<file path="config.mk">
export PLATFORM = sky130hd
export DESIGN_NAME = data_bus_confreg_flat
export DESIGN_NICKNAME = d
export VERILOG_FILES = /design/src/rtl/data_bus_confreg_if.sv /design/src/rtl/data_bus_confreg.sv /design/src/flat_wrapper.sv
export SDC_FILE = /design/constraint.sdc
export NUM_CORES = 1
export LEC_CHECK = 0
export ABC_AREA = 1
export BUFFER_PORTS_ARGS = -buffer_cell sky130_fd_sc_hd__buf_2
export CAP_MARGIN = 20
export CORE_MARGIN = 2
export CORE_UTILIZATION = 31
export DETAILED_ROUTE_END_ITERATION = 8
export HOLD_SLACK_MARGIN = 0.06
export PLACE_DENSITY = 0.57
export SLEW_MARGIN = 0
export SYNTH_ARGS = -nofsm -noshare
export SYNTH_HDL_FRONTEND = slang
export SYNTH_SLANG_ARGS = --single-unit
export TNS_END_PERCENT = 50
</file>
<file path="constraint.sdc">
create_clock -name clk -period 4.9 [get_ports clk]
set_input_delay 0.49 -clock clk [delete_from_list [all_inputs] [get_ports clk]]
set_output_delay 0.49 -clock clk [all_outputs]
set_load 0.02 [all_outputs]
</file>
<file path="src/rtl/data_bus_confreg_if.sv">
// data_bus_confreg_if: SRAM-style data bus (one request per cycle, 1-cycle
// read latency). Used for both the core-facing and the RAM-facing side.
//   en     request valid
//   we     byte write enables, 0 = read
//   addr   byte address
//   wdata  write data
//   rdata  read data, valid the cycle after a read
// master: issues requests (core, or this block towards RAM).
// slave : serves requests.
interface data_bus_confreg_if;
  logic        en;
  logic [3:0]  we;
  logic [31:0] addr;
  logic [31:0] wdata;
  logic [31:0] rdata;

  modport master (output en, we, addr, wdata, input rdata);
  modport slave  (input en, we, addr, wdata, output rdata);
endinterface

</file>
<file path="src/rtl/data_bus_confreg.sv">
// data_bus_confreg: address decoder between the core data port and data RAM.
// Accesses hitting the config window are served by a local register file
// (LED, switch, timer/compare interrupt, UART TX FIFO); all other accesses
// pass straight through to RAM.
// Ports:
//   clk, rst_n      clock, asynchronous active-low reset
//   cpu (slave)     core data port: en/we/addr/wdata in, rdata out
//   ram (master)    data RAM port: en/we/addr/wdata out, rdata in
//   switch          board switches (asynchronous, synchronized here)
//   led             LED register
//   uart_tx_*       FIFO head valid/data, consumer ready
//   ext_int         timer interrupt level (PEND & EN)
module data_bus_confreg #(
  parameter logic [31:0] CONF_BASE  = 32'hBFAF_0000,
  parameter logic [31:0] CONF_MASK  = 32'hFFFF_0000,
  parameter int unsigned FIFO_DEPTH = 4
) (
  input  logic                      clk,
  input  logic                      rst_n,
  data_bus_confreg_if.slave         cpu,
  data_bus_confreg_if.master        ram,
  input  logic [7:0]                switch,
  output logic [15:0]               led,
  output logic                      uart_tx_valid,
  output logic [7:0]                uart_tx_data,
  input  logic                      uart_tx_ready,
  output logic                      ext_int
);

  localparam int unsigned PW = $clog2(FIFO_DEPTH);
  localparam int unsigned CW = PW + 1;

  localparam logic [5:0] W_LED   = 6'h00;
  localparam logic [5:0] W_SW    = 6'h01;
  localparam logic [5:0] W_TIMER = 6'h02;
  localparam logic [5:0] W_CMP   = 6'h03;
  localparam logic [5:0] W_INT   = 6'h04;
  localparam logic [5:0] W_UART  = 6'h05;

  logic          hit, conf_wr, conf_rd;
  logic [5:0]    word;

  logic          sel_conf_q, sel_conf_d;
  logic [31:0]   conf_rdata_q, conf_rdata_d;
  logic [7:0]    sw_meta_q, sw_meta_d, sw_sync_q, sw_sync_d;
  logic [15:0]   led_q, led_d;
  logic [31:0]   timer_q, timer_d, cmp_q, cmp_d;
  logic          int_en_q, int_en_d, pend_q, pend_d;
  logic [7:0]    fifo_q [FIFO_DEPTH];
  logic [7:0]    fifo_d [FIFO_DEPTH];
  logic [PW-1:0] rptr_q, rptr_d, wptr_q, wptr_d;
  logic [CW-1:0] count_q, count_d;
  logic          ovf_q, ovf_d;
  logic          fifo_full, fifo_empty, push, push_ok, pop;

  function automatic logic [31:0] merge_bytes(input logic [31:0] old_v,
                                              input logic [31:0] new_v,
                                              input logic [3:0]  be);
    logic [31:0] r;
    r = old_v;
    for (int unsigned i = 0; i < 4; i++) begin
      if (be[i]) r[8*i +: 8] = new_v[8*i +: 8];
    end
    return r;
  endfunction

  // Decode and pass-through
  always_comb begin
    hit       = cpu.en && ((cpu.addr & CONF_MASK) == CONF_BASE);
    conf_wr   = hit && (cpu.we != '0);
    conf_rd   = hit && (cpu.we == '0);
    word      = cpu.addr[7:2];
    ram.en    = cpu.en && !hit;
    ram.we    = ram.en ? cpu.we : '0;
    ram.addr  = cpu.addr;
    ram.wdata = cpu.wdata;
    // sel_conf resets to 1 with conf_rdata 0 so the undefined RAM path is
    // masked while in reset.
    cpu.rdata = sel_conf_q ? conf_rdata_q : ram.rdata;
  end

  always_comb begin
    fifo_full     = (count_q == CW'(FIFO_DEPTH));
    fifo_empty    = (count_q == '0);
    uart_tx_valid = !fifo_empty;
    uart_tx_data  = fifo_q[rptr_q];
    led           = led_q;
    ext_int       = pend_q & int_en_q;
  end

  // Next-state logic
  always_comb begin
    sel_conf_d   = hit;
    conf_rdata_d = conf_rdata_q;
    sw_meta_d    = switch;
    sw_sync_d    = sw_meta_q;
    led_d        = led_q;
    timer_d      = timer_q + 32'd1;
    cmp_d        = cmp_q;
    int_en_d     = int_en_q;
    pend_d       = pend_q;
    fifo_d       = fifo_q;
    rptr_d       = rptr_q;
    wptr_d       = wptr_q;
    ovf_d        = ovf_q;
    push         = 1'b0;

    if (conf_wr) begin
      unique case (word)
        W_LED: begin
          if (cpu.we[0]) led_d[7:0]  = cpu.wdata[7:0];
          if (cpu.we[1]) led_d[15:8] = cpu.wdata[15:8];
        end
        W_TIMER: timer_d = merge_bytes(timer_q, cpu.wdata, cpu.we);
        W_CMP:   cmp_d   = merge_bytes(cmp_q, cpu.wdata, cpu.we);
        W_INT: begin
          if (cpu.we[0]) begin
            int_en_d = cpu.wdata[0];
            if (cpu.wdata[1]) pend_d = 1'b0;
          end
        end
        W_UART:  push = cpu.we[0];
        default: ;
      endcase
    end

    // Compare uses the pre-increment timer; a set overrides a same-cycle W1C.
    if (timer_q == cmp_q) pend_d = 1'b1;

    if (conf_rd) begin
      unique case (word)
        W_LED:   conf_rdata_d = {16'b0, led_q};
        W_SW:    conf_rdata_d = {24'b0, sw_sync_q};
        W_TIMER: conf_rdata_d = timer_q;
        W_CMP:   conf_rdata_d = cmp_q;
        W_INT:   conf_rdata_d = {30'b0, pend_q, int_en_q};
        W_UART: begin
          conf_rdata_d = 32'({ovf_q, fifo_full, fifo_empty, count_q});
          ovf_d        = 1'b0;
        end
        default: conf_rdata_d = '0;
      endcase
    end

    // A push into a full FIFO still lands if the head leaves this cycle.
    pop     = uart_tx_valid && uart_tx_ready;
    push_ok = push && (!fifo_full || pop);
    if (push && !push_ok) ovf_d = 1'b1;
    if (push_ok) begin
      fifo_d[wptr_q] = cpu.wdata[7:0];
      wptr_d         = wptr_q + PW'(1);
    end
    if (pop) rptr_d = rptr_q + PW'(1);
    count_d = count_q + CW'(push_ok) - CW'(pop);
  end

  always_ff @(posedge clk or negedge rst_n) begin
    if (!rst_n) begin
      sel_conf_q   <= 1'b1;
      conf_rdata_q <= '0;
      sw_meta_q    <= '0;
      sw_sync_q    <= '0;
      led_q        <= '0;
      timer_q      <= '0;
      cmp_q        <= '1;
      int_en_q     <= 1'b0;
      pend_q       <= 1'b0;
      fifo_q       <= '{default: '0};
      rptr_q       <= '0;
      wptr_q       <= '0;
      count_q      <= '0;
      ovf_q        <= 1'b0;
    end else begin
      sel_conf_q   <= sel_conf_d;
      conf_rdata_q <= conf_rdata_d;
      sw_meta_q    <= sw_meta_d;
      sw_sync_q    <= sw_sync_d;
      led_q        <= led_d;
      timer_q      <= timer_d;
      cmp_q        <= cmp_d;
      int_en_q     <= int_en_d;
      pend_q       <= pend_d;
      fifo_q       <= fifo_d;
      rptr_q       <= rptr_d;
      wptr_q       <= wptr_d;
      count_q      <= count_d;
      ovf_q        <= ovf_d;
    end
  end

endmodule
</file>
<file path="src/flat_wrapper.sv">
// flat-port wrapper written by rule: the top's interface ports become plain ports
module data_bus_confreg_flat 
#(
  parameter logic [31:0] CONF_BASE  = 32'hBFAF_0000,
  parameter logic [31:0] CONF_MASK  = 32'hFFFF_0000,
  parameter int unsigned FIFO_DEPTH = 4
)
  (clk, rst_n, switch, led, uart_tx_valid, uart_tx_data, uart_tx_ready, ext_int, cpu_en, cpu_we, cpu_addr, cpu_wdata, cpu_rdata, ram_en, ram_we, ram_addr, ram_wdata, ram_rdata);
  data_bus_confreg_if cpu_i ();
  data_bus_confreg_if ram_i ();
  input  logic clk;
  input  logic rst_n;
  input  logic [7:0] switch;
  output logic [15:0] led;
  output logic uart_tx_valid;
  output logic [7:0] uart_tx_data;
  input  logic uart_tx_ready;
  output logic ext_int;
  input wire logic [$bits(cpu_i.en)-1:0] cpu_en;
  input wire logic [$bits(cpu_i.we)-1:0] cpu_we;
  input wire logic [$bits(cpu_i.addr)-1:0] cpu_addr;
  input wire logic [$bits(cpu_i.wdata)-1:0] cpu_wdata;
  output wire logic [$bits(cpu_i.rdata)-1:0] cpu_rdata;
  output wire logic [$bits(ram_i.en)-1:0] ram_en;
  output wire logic [$bits(ram_i.we)-1:0] ram_we;
  output wire logic [$bits(ram_i.addr)-1:0] ram_addr;
  output wire logic [$bits(ram_i.wdata)-1:0] ram_wdata;
  input wire logic [$bits(ram_i.rdata)-1:0] ram_rdata;
  assign cpu_i.en = cpu_en;
  assign cpu_i.we = cpu_we;
  assign cpu_i.addr = cpu_addr;
  assign cpu_i.wdata = cpu_wdata;
  assign cpu_rdata = cpu_i.rdata;
  assign ram_en = ram_i.en;
  assign ram_we = ram_i.we;
  assign ram_addr = ram_i.addr;
  assign ram_wdata = ram_i.wdata;
  assign ram_i.rdata = ram_rdata;
  data_bus_confreg #(.CONF_BASE(CONF_BASE), .CONF_MASK(CONF_MASK), .FIFO_DEPTH(FIFO_DEPTH)) u_core (.clk(clk), .rst_n(rst_n), .cpu(cpu_i), .ram(ram_i), .switch(switch), .led(led), .uart_tx_valid(uart_tx_valid), .uart_tx_data(uart_tx_data), .uart_tx_ready(uart_tx_ready), .ext_int(ext_int));
endmodule
</file>
# Word level (Yosys, flattened, before mapping)

Cells that the tools add are included.

Register bits after elaboration: 171
Output and inout bits: 127
Input port bits: 112
Word-level logic and storage cells: 104

Bitwise operators: 3
Reductions and logical operators: 32
Equality and inequality tests: 12
Magnitude comparators: 3
Multiplexer cells: 25
Add/sub/neg operators: 5

Operators by type and width:

| cell                    | number |
|---|---|
| $pmux W32 S6            | 1 |
| $mux W32                | 3 |
| $mux W8                 | 7 |
| $add A32 B1 Y32 const B | 1 |
| $bwmux W32              | 1 |
| $eq A32 B32 Y1          | 1 |
| $reduce_and A3 Y1       | 7 |
| $bmux W8 S2             | 1 |
| $demux W8 S2            | 1 |
| $eq A16 B16 Y1 const B  | 1 |
| $eq A6 B2 Y1 const B    | 2 |
| $eq A6 B3 Y1 const B    | 2 |
| $ne A3 B3 Y1 const B    | 4 |
| $reduce_bool A2 Y1      | 6 |
| $mux W1                 | 10 |
| $logic_and A1 B1 Y1     | 8 |
| $eq A6 B1 Y1 const B    | 1 |
| $ge A3 B3 Y1 const B    | 2 |
| $logic_not A6 Y1        | 1 |
| $not A2 Y3              | 2 |
| $add A2 B1 Y2 const B   | 2 |
| $logic_not A1 Y1        | 4 |
| $logic_not A4 Y1        | 1 |
| $mux W4                 | 1 |
| 10 further kinds        | 10 |

# Depth between registers and ports, before layout

Gate-level depths: netlist (run 1).

Depth after elaboration: 9
Gate-level depth with buffers: 12
Mapped depth without buffers: 11

# Worst setup path before layout (run 1)

OpenSTA, ideal clock, no wires.

Kind: reg-to-reg
Start point: reg u_core.count_q[1]
End point: reg u_core.count_q[2]
Data required time: 4.778 ns
Library setup time: 0.122 ns
Stages on the path, launching flop included: 11
Data arrival time: 2.007 ns
Path slack: 2.771 ns
Path buffers: 1
Period minus slack after synthesis: 2.129 ns
Cell sequence: dfrtp_1 nor2_1 nand2_1 nand2_1 nand2_1 clkbuf_1 and3_1 ha_1 inv_1 fa_1 xor2_1

Word-level cells in the longest chain between the ends: 7
Elaborated cells between the ends (all ways): 9
Classes of those cells: 2 x add/sub; 1 x eq/ne; 6 x reduce/logical

Ends and longest elaborated chain:

| what                   | line                    | text |
|---|---|---|
| from (decl)            | data_bus_confreg.sv:52  | `logic [CW-1:0] count_q, count_d;` |
| from (signal assigned) | data_bus_confreg.sv:186 | `count_q <= count_d;` |
| $logic_not A3 Y1       | data_bus_confreg.sv:84  | `fifo_empty = (count_q == '0);` |
| $logic_not A1 Y1       | data_bus_confreg.sv:85  | `uart_tx_valid = !fifo_empty;` |
| net uart_tx_valid      | flat_wrapper.sv:15      | `output logic uart_tx_valid;` |
| $logic_and A1 B1 Y1    | data_bus_confreg.sv:146 | `pop = uart_tx_valid && uart_tx_ready;` |
| $logic_or A1 B1 Y1     | data_bus_confreg.sv:147 | `push_ok = push && (!fifo_full \|\| pop);` |
| $logic_and A1 B1 Y1    | data_bus_confreg.sv:147 |  |
| net u_core.push_ok     | data_bus_confreg.sv:54  | `logic fifo_full, fifo_empty, push, push_ok, pop;` |
| $add A3 B1 Y3          | data_bus_confreg.sv:154 | `count_d = count_q + CW'(push_ok) - CW'(pop);` |
| $sub A3 B1 Y3          | data_bus_confreg.sv:154 |  |
| net u_core.count_d[2]  | data_bus_confreg.sv:52  |  |

The timed path passes the listed nets, and every way through them passes these cells.
A chain may end at the register's enable or synchronous reset.

# Final worst setup path (run 1)

Start point: reg u_core.rptr_q[0]
End point: out uart_tx_data[4]

Word-level cells in the longest chain between the ends: 4

Ends and longest elaborated chain:

| what                                       | line                    | text |
|---|---|---|
| from (decl)                                | data_bus_confreg.sv:51  | `logic [PW-1:0] rptr_q, rptr_d, wptr_q, wptr_d;` |
| from (signal assigned)                     | data_bus_confreg.sv:184 | `rptr_q <= rptr_d;` |
| $not A2 Y3 (implied by the code)           | data_bus_confreg.sv:86  | `uart_tx_data = fifo_q[rptr_q];` |
| $bmux W8 S2                                | data_bus_confreg.sv:86  |  |
| $mux W8 (implied by the code) (2 in a row) | data_bus_confreg.sv:86  |  |
| to (decl)                                  | flat_wrapper.sv:16      | `output logic [7:0] uart_tx_data;` |

Every way passes these cells. The select of a mux whose other input is x is not followed.

==> metrics.txt, run 1 <==
run status=complete, no violations; ranking of synthesized cells by area=sky130_fd_sc_hd__dfrtp_1 (34%), sky130_fd_sc_hd__nand2_1 (15%), sky130_fd_sc_hd__dfstp_2 (8.5%); slack of the worst reg-to-reg path=2640 ps; setup repair after global routing missed its margin=false; worst path required time=4410 ps; number of nets with antenna violations after detailed routing=0; most common cell after layout, fill and taps aside=sky130_fd_sc_hd__nand2_1; critical path start-end classification=register to output pin; Mapped Avg Cell Area=7.50 µm²; crit-path leading delay family=flip-flops; number of gates given a new drive strength after cts=0; CTS clock-pin slew for the worst setup and hold paths=70 ps; clock period minus final worst setup slack=2740 ps; core utilization of the finished layout=0.361; drt drc=0; maximum buffer depth of the clock tree=2; count of hold buffers inserted by post-cts repair=0; sum of routed wire length over all layers=30.9 mm; total clock buffers created by CTS=17; most frequent cells in the layout=sky130_fd_sc_hd__nand2_1 (415), sky130_fd_sc_hd__buf_2 (217), sky130_fd_sc_hd__dfrtp_1 (138); initial detailed-routing violation count=738; Cell Area, Synth=0.0102 mm²; gp weighted congestion=0.919; sequential-to-total area share from yosys stat=0.423; cell chain of the critical path=inv_1 -> o21ai_0 -> o22ai_1 -> buf_2; Yosys reg bits=171; worst flop-to-flop path endpoint=u_core.count_q[2]$_DFF_PN0_; number of top-level pins=239; Worst Reg2Reg Path Length in Cells=10; gr ovfl total=0; measured slew at the worst slew-check pin=881 ps; Synth cell types=37; detailed placer's ending HPWL=22.6 mm; cell type with the highest aggregate area in the netlist=sky130_fd_sc_hd__dfrtp_1; post-route clock period utilization=0.558; post-detailed-route via-to-cell ratio=4.81; layout cells sized above 1=0.227; pin count of the biggest net entering global routing=88; Setup Viol. Count Final=0; clock latency reported for the late side of the worst-skew pair=440 ps; post-synthesis instance total=1364; final routed wire length divided by cell count=15.9 µm; total routing resource utilization after global routing=0.183; worst clock skew=9.40 ps; via count of the first global-routing pass=8909; arrival time reported for the critical path endpoint=2250 ps; global-route wire length before repair=48.8 mm; area of the placeable core=0.0325 mm²; worst ir drop on vdd=0.000265 V; synthesis-to-layout area growth=14.8%; die height=186 µm; number of warning messages in the yosys log=0; vias=9328; CTS Root Cell=sky130_fd_sc_hd__clkbuf_16; number of I/O port buffers=218; delay of the slowest critical-path stage=740 ps; Placement Setup Slack=1890 ps; relative slew slack=0.413; initial antenna violation count=0; chip width=186 µm; number of detailed-routing iterations run before antenna repair=5; Slew Limit Fails=0; die outline area=0.0345 mm²; total negative setup slack=0 ps; post-layout net count=1605; setup bufs post-CTS=0; Setup crit start kind=register; Static Leak=5.77 nW; H-tree levels=4; Initial Util=0.314; antenna diode count=0; final setup slack of the worst path=2160 ps; crit path max fanout=18; number of standard-cell rows in the floorplan=66; FMAX=0.366 GHz; proportion of netlist area held by the largest area contributor=0.338; number of sinks driven by the clock tree=171; nature of the critical path endpoint=output pin; worst hold-check path type=input port to async pin; Max Cap Viol=0; net count after synthesis=1484; TritonCTS clock tree=built; final number of hold-violating endpoints=0; origin of the critical flop-to-flop path=u_core.count_q[1]$_DFF_PN0_; worst-path cell with the longest stage delay=sky130_fd_sc_hd__dfrtp_1; buffers plus inverters on the worst setup path=2; Power Density=293 mW/mm²
[where the power goes]
part           switching, mW  leakage (nW)  internal [mW]
registers             0.0540          2.07           1.44
clock network          0.607         0.276          0.752
logic                  0.400          3.42          0.185
[cells by family after synthesis]
| kind of cell | synth area share |
|---|---|
| and+or+nand+nor | 0.298 |
| buffers and inverters | 0.124 |
| AOI/OAI and AO/OA | 0.0923 |
| DFF | 0.423 |
| xor gates and xnor gates | 0.0257 |
| muxes | 0.0275 |
| adders and majority gates | 0.0105 |
[cell usage after synthesis, drive strengths merged]
library cell	number
or2	6
inv	124
o211ai	2
xnor2	14
mux2	25
ha	7
nand4	52
a21oi	18
nand3	82
dfrtp	138
o21bai	1
nor3	4
o22ai	8
o31ai	1
a22oi	19
buf	88
dfstp	33
fa	1
and3	1
xor2	16
nand3b	7
nor2	139
o21ai	126
clkbuf	37
nand2	415
[metal layers]
metal,wire (µm),up-vias,GRT usage
met1,14100,4430,0.248
met3,1580,30,0.0270
met5,0,-,0
met4,467,0,0.0501
met2,14700,299,0.304
li1,-,4569,-
[how the worst max path moves through the flow]
stage / start / to / slack [ps] / cells after the start
floorplan: u_core.count_q[1]$_DFF_PN0_ / u_core.count_q[2]$_DFF_PN0_ / 2770 / 10
global placement: cpu_addr[5] / u_core.timer_q[8]$_DFFE_PN0P_ / 1960 / 8
detailed placement: cpu_addr[5] / u_core.timer_q[16]$_DFFE_PN0P_ / 1890 / 9
CTS: u_core.sel_conf_q$_DFF_PN1_ / cpu_rdata[4] / 2200 / 2
global route: cpu_addr[5] / u_core.timer_q[8]$_DFFE_PN0P_ / 1950 / 8
finish: u_core.rptr_q[0]$_DFFE_PN0P_ / uart_tx_data[4] / 2160 / 4
[worst reg2reg max path: stages (launching register included)]
cell	delay, ps
sky130_fd_sc_hd__dfrtp_1	430
sky130_fd_sc_hd__nor2_1	90
sky130_fd_sc_hd__nand2_1	110
sky130_fd_sc_hd__nand2_1	110
sky130_fd_sc_hd__nand2_1	70
sky130_fd_sc_hd__buf_4	390
sky130_fd_sc_hd__and3_1	230
sky130_fd_sc_hd__ha_1	140
sky130_fd_sc_hd__inv_1	40
sky130_fd_sc_hd__fa_1	370
sky130_fd_sc_hd__xor2_1	170
[through the flow]
step	hold WS, ps	power (mW)	area (µm²)	cells
finish	84.2	3.44	11700	1940
global route	130	3.60	11700	1940
CTS	126	3.47	11700	1939
detailed placement	336	2.11	11200	1907
global placement	335	2.11	11200	1907
floorplan	194	1.90	10200	1364
[area by class of cell]
type | count | area [µm²]
clock buffer | 18 | 429
clock inverter | 14 | 146
fill | 3538 | 20800
inverter | 124 | 465
multi-input combinational | 944 | 4640
sequential | 171 | 4320
tap | 442 | 553
timing repair buffer | 227 | 1180
[state kept, by name, indices dropped and copies added, names as in the netlist]
signal               flops
u_core.timer_q          32
u_core.led              16
u_core.sw_meta_q         8
u_core.rptr_q            2
u_core.count_q           3
u_core.sel_conf_q        1
u_core.fifo_q           32
u_core.sw_sync_q         8
u_core.conf_rdata_q     32
u_core.cmp_q            32
u_core.int_en_q          1
u_core.wptr_q            2
u_core.pend_q            1
u_core.ovf_q             1
No activity file was read; power rests on OpenSTA's default activity.
==> inputs of run 2 (changes only) <==
--- a/config.mk
+++ b/config.mk
@@ -12,7 +12,7 @@
 export CORE_UTILIZATION = 31
 export DETAILED_ROUTE_END_ITERATION = 8
 export HOLD_SLACK_MARGIN = 0.06
-export PLACE_DENSITY = 0.57
+export PLACE_DENSITY = 0.59
 export SLEW_MARGIN = 0
 export SYNTH_ARGS = -nofsm -noshare
 export SYNTH_HDL_FRONTEND = slang
==> constraint.sdc (replaced) <==
create_clock -name clk -period 2.3 [get_ports clk]
set_input_delay 0.23 -clock clk [delete_from_list [all_inputs] [get_ports clk]]
set_output_delay 0.23 -clock clk [all_outputs]
set_load 0.02 [all_outputs]
==> metrics.txt, run 2 (synthesis gave the netlist of run 1 again) <==
Slew Limit Fails=0; run status=complete, no violations; Power Density=611 mW/mm²; most numerous cell on the critical path=sky130_fd_sc_hd__inv_1; global-route wire length before repair=48.6 mm; number of standard-cell rows in the floorplan=66; most common cell after layout, fill and taps aside=sky130_fd_sc_hd__nand2_1; post-route clock period utilization=0.939; number of nets with antenna violations after detailed routing=0; setup bufs post-CTS=0; die outline area=0.0345 mm²; Initial Util=0.314; CTS clock-pin slew for the worst setup and hold paths=70 ps; vias=9395; sum of routed wire length over all layers=31.2 mm; via count of the first global-routing pass=8864; worst clock skew=11.4 ps; maximum buffer depth of the clock tree=2; area of the placeable core=0.0325 mm²; crit-path leading delay family=adder cells; initial antenna violation count=0; post-detailed-route via-to-cell ratio=4.72; TritonCTS clock tree=built; initial detailed-routing violation count=685; Static Leak=6.04 nW; gr ovfl total=0; relative slew slack=0.583; worst hold-check path type=input port to register; chip width=186 µm; measured slew at the worst slew-check pin=626 ps; total routing resource utilization after global routing=0.183; gp weighted congestion=0.893; GRT met3 Usage=0.0278; drt drc=0; most heavily used metal layer in global routing=met2; clock latency reported for the late side of the worst-skew pair=440 ps; number of top-level pins=239; number of detailed-routing iterations run before antenna repair=8; setup repair after global routing missed its margin=false; FILL cells=3479; area of the multi-input gates=0.00465 mm²; synthesis-to-layout area growth=19.9%; arrival time reported for the critical path endpoint=2480 ps; Global Route met2 Usage=0.310; worst path required time=2620 ps; Setup crit start kind=register; layout cells sized above 1=0.239; nature of the critical path endpoint=register; most frequent cells in the layout=sky130_fd_sc_hd__nand2_1 (414), sky130_fd_sc_hd__buf_2 (217), sky130_fd_sc_hd__dfrtp_1 (138); number of sinks driven by the clock tree=171; area of all sequential standard cells=0.00432 mm²; final routed wire length divided by cell count=15.7 µm; buffers plus inverters on the worst setup path=3; number of placed instances, taps included=1935; Placement Setup Slack=135 ps; total negative setup slack=0 ps; total clock buffers created by CTS=17; post-layout net count=1654; H-tree levels=4; cell chain of the critical path=nor2_1 -> nand2_1 -> nand2_2 -> inv_1 -> ha_1 -> inv_1 -> ha_1 -> inv_1 -> fa_1 -> xor2_1; clock period minus final worst setup slack=2160 ps; final number of hold-violating endpoints=0; crit path max fanout=4; number of I/O port buffers=218; Max Cap Viol=0; final setup slack of the worst path=140 ps; FMAX=0.463 GHz; CTS Root Cell=sky130_fd_sc_hd__clkbuf_16; critical path start-end classification=register to register; Setup Viol. Count Final=0; worst ir drop on vdd=0.000476 V; core utilization of the finished layout=0.377; worst-path cell with the longest stage delay=sky130_fd_sc_hd__dfrtp_1; filler-free cell count of the finished design=1989; met1 Use GR=0.247; pin count of the biggest net entering global routing=55; antenna diode count=0; die height=186 µm; delay of the slowest critical-path stage=440 ps; detailed placer's ending HPWL=23.1 mm
-- run 2: cell types whose count changed in the layout (fill, tap and decap cells not counted), sizes merged --
cell and change:
buf +27, inv +6, clkinvlp -3, clkinv -2, dlygate4sd3 +22, bufinv -1
-- run 2: through the flow --
| stage | hold slack, ps | power [mW] | cell area [µm²] |
|---|---|---|---|
| finish | 60.3 | 7.49 | 12300 |
| global route | 78.9 | 7.85 | 12300 |
| CTS | 60.0 | 7.57 | 12300 |
| detailed placement | 273 | 4.54 | 11400 |
| global placement | 267 | 4.53 | 11400 |
| floorplan | -65.6 | 4.04 | 10200 |
-- run 2: tightest hold or removal path, stage by stage --
cell	delay, ps
sky130_fd_sc_hd__buf_2	100
sky130_fd_sc_hd__inv_1	70
sky130_fd_sc_hd__o21ai_1	80
-- run 2: power breakdown --
group	switching (mW)	internal (mW)
clock	1.40	1.59
sequential	0.0650	3.07
combinational	0.914	0.449
total	2.38	5.11
-- run 2: worst paths after layout --
kind	startpoint	endpoint	cells after the start	slack, ps
setup / recovery	u_core.count_q[1]$_DFF_PN0_	u_core.count_q[2]$_DFF_PN0_	10	140
hold / removal	cpu_wdata[23]	u_core.cmp_q[23]$_DFFE_PN1P_	3	60
setup reg to reg	u_core.count_q[1]$_DFF_PN0_	u_core.count_q[2]$_DFF_PN0_	10	140
hold reg to reg	u_core.sw_meta_q[4]$_DFF_PN0_	u_core.sw_sync_q[4]$_DFF_PN0_	0	350
max in group asynchronous	rst_n	u_core.cmp_q[1]$_DFFE_PN1P_	3	1190
min in group asynchronous	rst_n	u_core.timer_q[29]$_DFFE_PN0P_	2	350
-- run 2: area by class of cell --
type	count	area share
clock inverter	14	0.0142
multi-input combinational	944	0.379
tap	442	0.0451
sequential	171	0.352
clock buffer	18	0.0358
inverter	124	0.0380
timing repair buffer	276	0.136
-- run 2: repair_timing --
action,4_1_cts,5_1_grt
endpoints found under the setup margin,0,1
hold buffers,22,0
resized for setup,0,1
endpoints found under the hold margin,57,0
-- run 2: layer usage --
layer | wire [µm] | vias to the layer above
li1 | - | 4684
met4 | 325 | 0
met3 | 1530 | 22
met1 | 14200 | 4398
met5 | 0 | -
met2 | 15100 | 291
==> inputs of run 3 (changes only) <==
--- a/config.mk
+++ b/config.mk
@@ -5,7 +5,6 @@
 export SDC_FILE = /design/constraint.sdc
 export NUM_CORES = 1
 export LEC_CHECK = 0
-export ABC_AREA = 1
 export BUFFER_PORTS_ARGS = -buffer_cell sky130_fd_sc_hd__buf_2
 export CAP_MARGIN = 20
 export CORE_MARGIN = 2
==> metrics.txt, run 3 <==
sequential-to-total area share from yosys stat=0.460; delay of the slowest critical-path stage=400 ps; proportion of netlist area held by the largest area contributor=0.368; crit-path leading delay family=adder cells; worst path required time=2610 ps; final number of hold-violating endpoints=0; Yosys reg bits=171; number of sinks driven by the clock tree=171; setup repair after global routing missed its margin=false; worst hold-check path type=input port to register; Slew Limit Fails=0; placement-stage cell area=0.0111 mm²; Synth cell types=63; initial antenna violation count=0; ranking of synthesized cells by area=sky130_fd_sc_hd__dfrtp_1 (37%), sky130_fd_sc_hd__mux2_2 (15%), sky130_fd_sc_hd__dfstp_2 (9.2%); cell type with the highest aggregate area in the netlist=sky130_fd_sc_hd__dfrtp_1; Cell Area, Synth=0.00938 mm²; Max Cap Viol=0; TritonCTS clock tree=built; number of standard-cell rows in the floorplan=63; measured slew at the worst slew-check pin=563 ps; maximum buffer depth of the clock tree=2; Static Leak=5.49 nW; number of nets with antenna violations after detailed routing=0; layout cells sized above 1=0.496; CTS Root Cell=sky130_fd_sc_hd__clkbuf_16; drt drc=0; gp weighted congestion=0.917; chip width=178 µm; via count of the first global-routing pass=7471; post-synthesis instance total=844; Synth async-reset ratio=1.00; post-route clock period utilization=0.960; post-layout net count=1202; arrival time reported for the critical path endpoint=2520 ps; Power Density=606 mW/mm²; run status=complete, no violations; final routed wire length divided by cell count=19.8 µm; net count after synthesis=964; buffers plus inverters on the worst setup path=2; worst-path cell with the longest stage delay=sky130_fd_sc_hd__or3_4; nature of the critical path endpoint=register; worst clock skew=10.7 ps; Initial Util=0.316; core utilization of the finished layout=0.400; total clock buffers created by CTS=17; die outline area=0.0317 mm²; most frequent cells in the layout=sky130_fd_sc_hd__buf_2 (217), sky130_fd_sc_hd__dfrtp_1 (137), sky130_fd_sc_hd__mux2_2 (123); relative slew slack=0.624; top_reg_cell synth=sky130_fd_sc_hd__dfrtp_1; clock period minus final worst setup slack=2210 ps; global-route wire length before repair=44.7 mm; antenna diode count=0; number of warning messages in the yosys log=0; CTS clock-pin slew for the worst setup and hold paths=70 ps; clock latency reported for the late side of the worst-skew pair=430 ps; die height=178 µm; Setup crit start kind=register; FMAX=0.453 GHz; cell chain of the critical path=or3_4 -> and2_4 -> ha_1 -> inv_1 -> ha_1 -> inv_1 -> fa_2 -> xnor2_2 -> xnor2_1; critical path start-end classification=register to register; synthesis-to-layout area growth=26.7%; number of I/O port buffers=218; vias=7724; Synth top cells by count=sky130_fd_sc_hd__dfrtp_1 (138), sky130_fd_sc_hd__mux2_2 (123), sky130_fd_sc_hd__buf_4 (65); area of the placeable core=0.0297 mm²; initial detailed-routing violation count=535; leading cell type by number of instances after synthesis=sky130_fd_sc_hd__dfrtp_1; Mapped Avg Cell Area=11.1 µm²; number of top-level pins=239; H-tree levels=4; number of synthesized flops with an enable pin=0; most common cell after layout, fill and taps aside=sky130_fd_sc_hd__buf_2; post-detailed-route via-to-cell ratio=5.20; total routing resource utilization after global routing=0.187; Setup Viol. Count Final=0; sum of routed wire length over all layers=29.4 mm; detailed placer's ending HPWL=22.0 mm; gr ovfl total=0; crit path max fanout=2; pin count of the biggest net entering global routing=66; Layout Cell Area excl Fill=0.0119 mm²; number of detailed-routing iterations run before antenna repair=5; worst ir drop on vdd=0.000364 V
run 3: worst register-to-register path, delay by kind of cell (launching register included):
kind / cells / cell delay (ps)
fa+ha+maj: 3 / 750
buf+inv: 2 / 100
xor+xnor: 2 / 270
simple gates: 2 / 590
flops: 1 / 380
run 3: layout make-up:
class,instances,area [µm²]
tap,390,488
sequential,171,4320
clock inverter,13,176
multi-input combinational,547,4390
fill,2947,17800
clock buffer,19,443
timing repair buffer,328,2010
inverter,17,63.8
run 3: where the power goes:
group	internal (mW)	total (mW)	switching (mW)
Sequential	3.07	3.18	0.107
Combinational	0.437	0.939	0.502
Clock	1.77	3.09	1.32
Total	5.28	7.21	1.93
run 3: per-layer routing:
| layer | vias up | global-route usage | wire length, µm | part of all wire |
|---|---|---|---|---|
| met3 | 41 | 0.0328 | 2010 | 0.068 |
| li1 | 3565 | - | - | - |
| met1 | 3824 | 0.264 | 13200 | 0.45 |
| met5 | - | 0 | 0 | 0 |
| met4 | 0 | 0.0632 | 691 | 0.024 |
| met2 | 294 | 0.290 | 13400 | 0.46 |
run 3: logic make-up (layout without fill, tap and decap cells):
kind of cell               after synthesis  in the layout  share of synthesized area
DFF                                    171            171                      0.460
and+or+nand+nor                        204            204                      0.117
xor gates and xnor gates                37             37                     0.0345
adders and majority gates                8              8                     0.0115
buffers and inverters                  126            377                     0.0776
muxes                                  139            139                      0.181
AOI/OAI and AO/OA                      159            159                      0.118
run 3: stage by stage:
step | total power [mW] | setup TNS (ps) | instances | worst slack [ps] | hold slack [ps]
floorplan | 3.73 | -231 | 844 | -109 | -65.6
global route | 7.50 | 0 | 1485 | 15.0 | 60.5
CTS | 7.27 | 0 | 1485 | 35.7 | 60.2
detailed placement | 4.15 | -3620 | 1443 | -158 | 242
finish | 7.21 | 0 | 1485 | 92.1 | 69.5
global placement | 4.12 | -2940 | 1443 | -133 | 239
run 3: timing repair:
action / in CTS / in global routing
hold endpoints to repair: 58 / 0
setup buffers: 0 / 0
resized for setup: 0 / 5
endpoints found under the setup margin: 0 / 4
hold buffers: 10 / 0
run 3: final timing paths:
check	depth (start not counted)	slack [ps]	to	startpoint
setup / recovery	9	90	u_core.count_q[2]$_DFF_PN0_	u_core.count_q[2]$_DFF_PN0_
hold / removal	2	70	u_core.cmp_q[25]$_DFFE_PN1P_	cpu_wdata[25]
setup reg to reg	9	90	u_core.count_q[2]$_DFF_PN0_	u_core.count_q[2]$_DFF_PN0_
hold reg to reg	0	350	u_core.sw_sync_q[5]$_DFF_PN0_	u_core.sw_meta_q[5]$_DFF_PN0_
max in group asynchronous	3	1170	u_core.cmp_q[20]$_DFFE_PN1P_	rst_n
min in group asynchronous	2	350	u_core.led[12]$_DFFE_PN0P_	rst_n
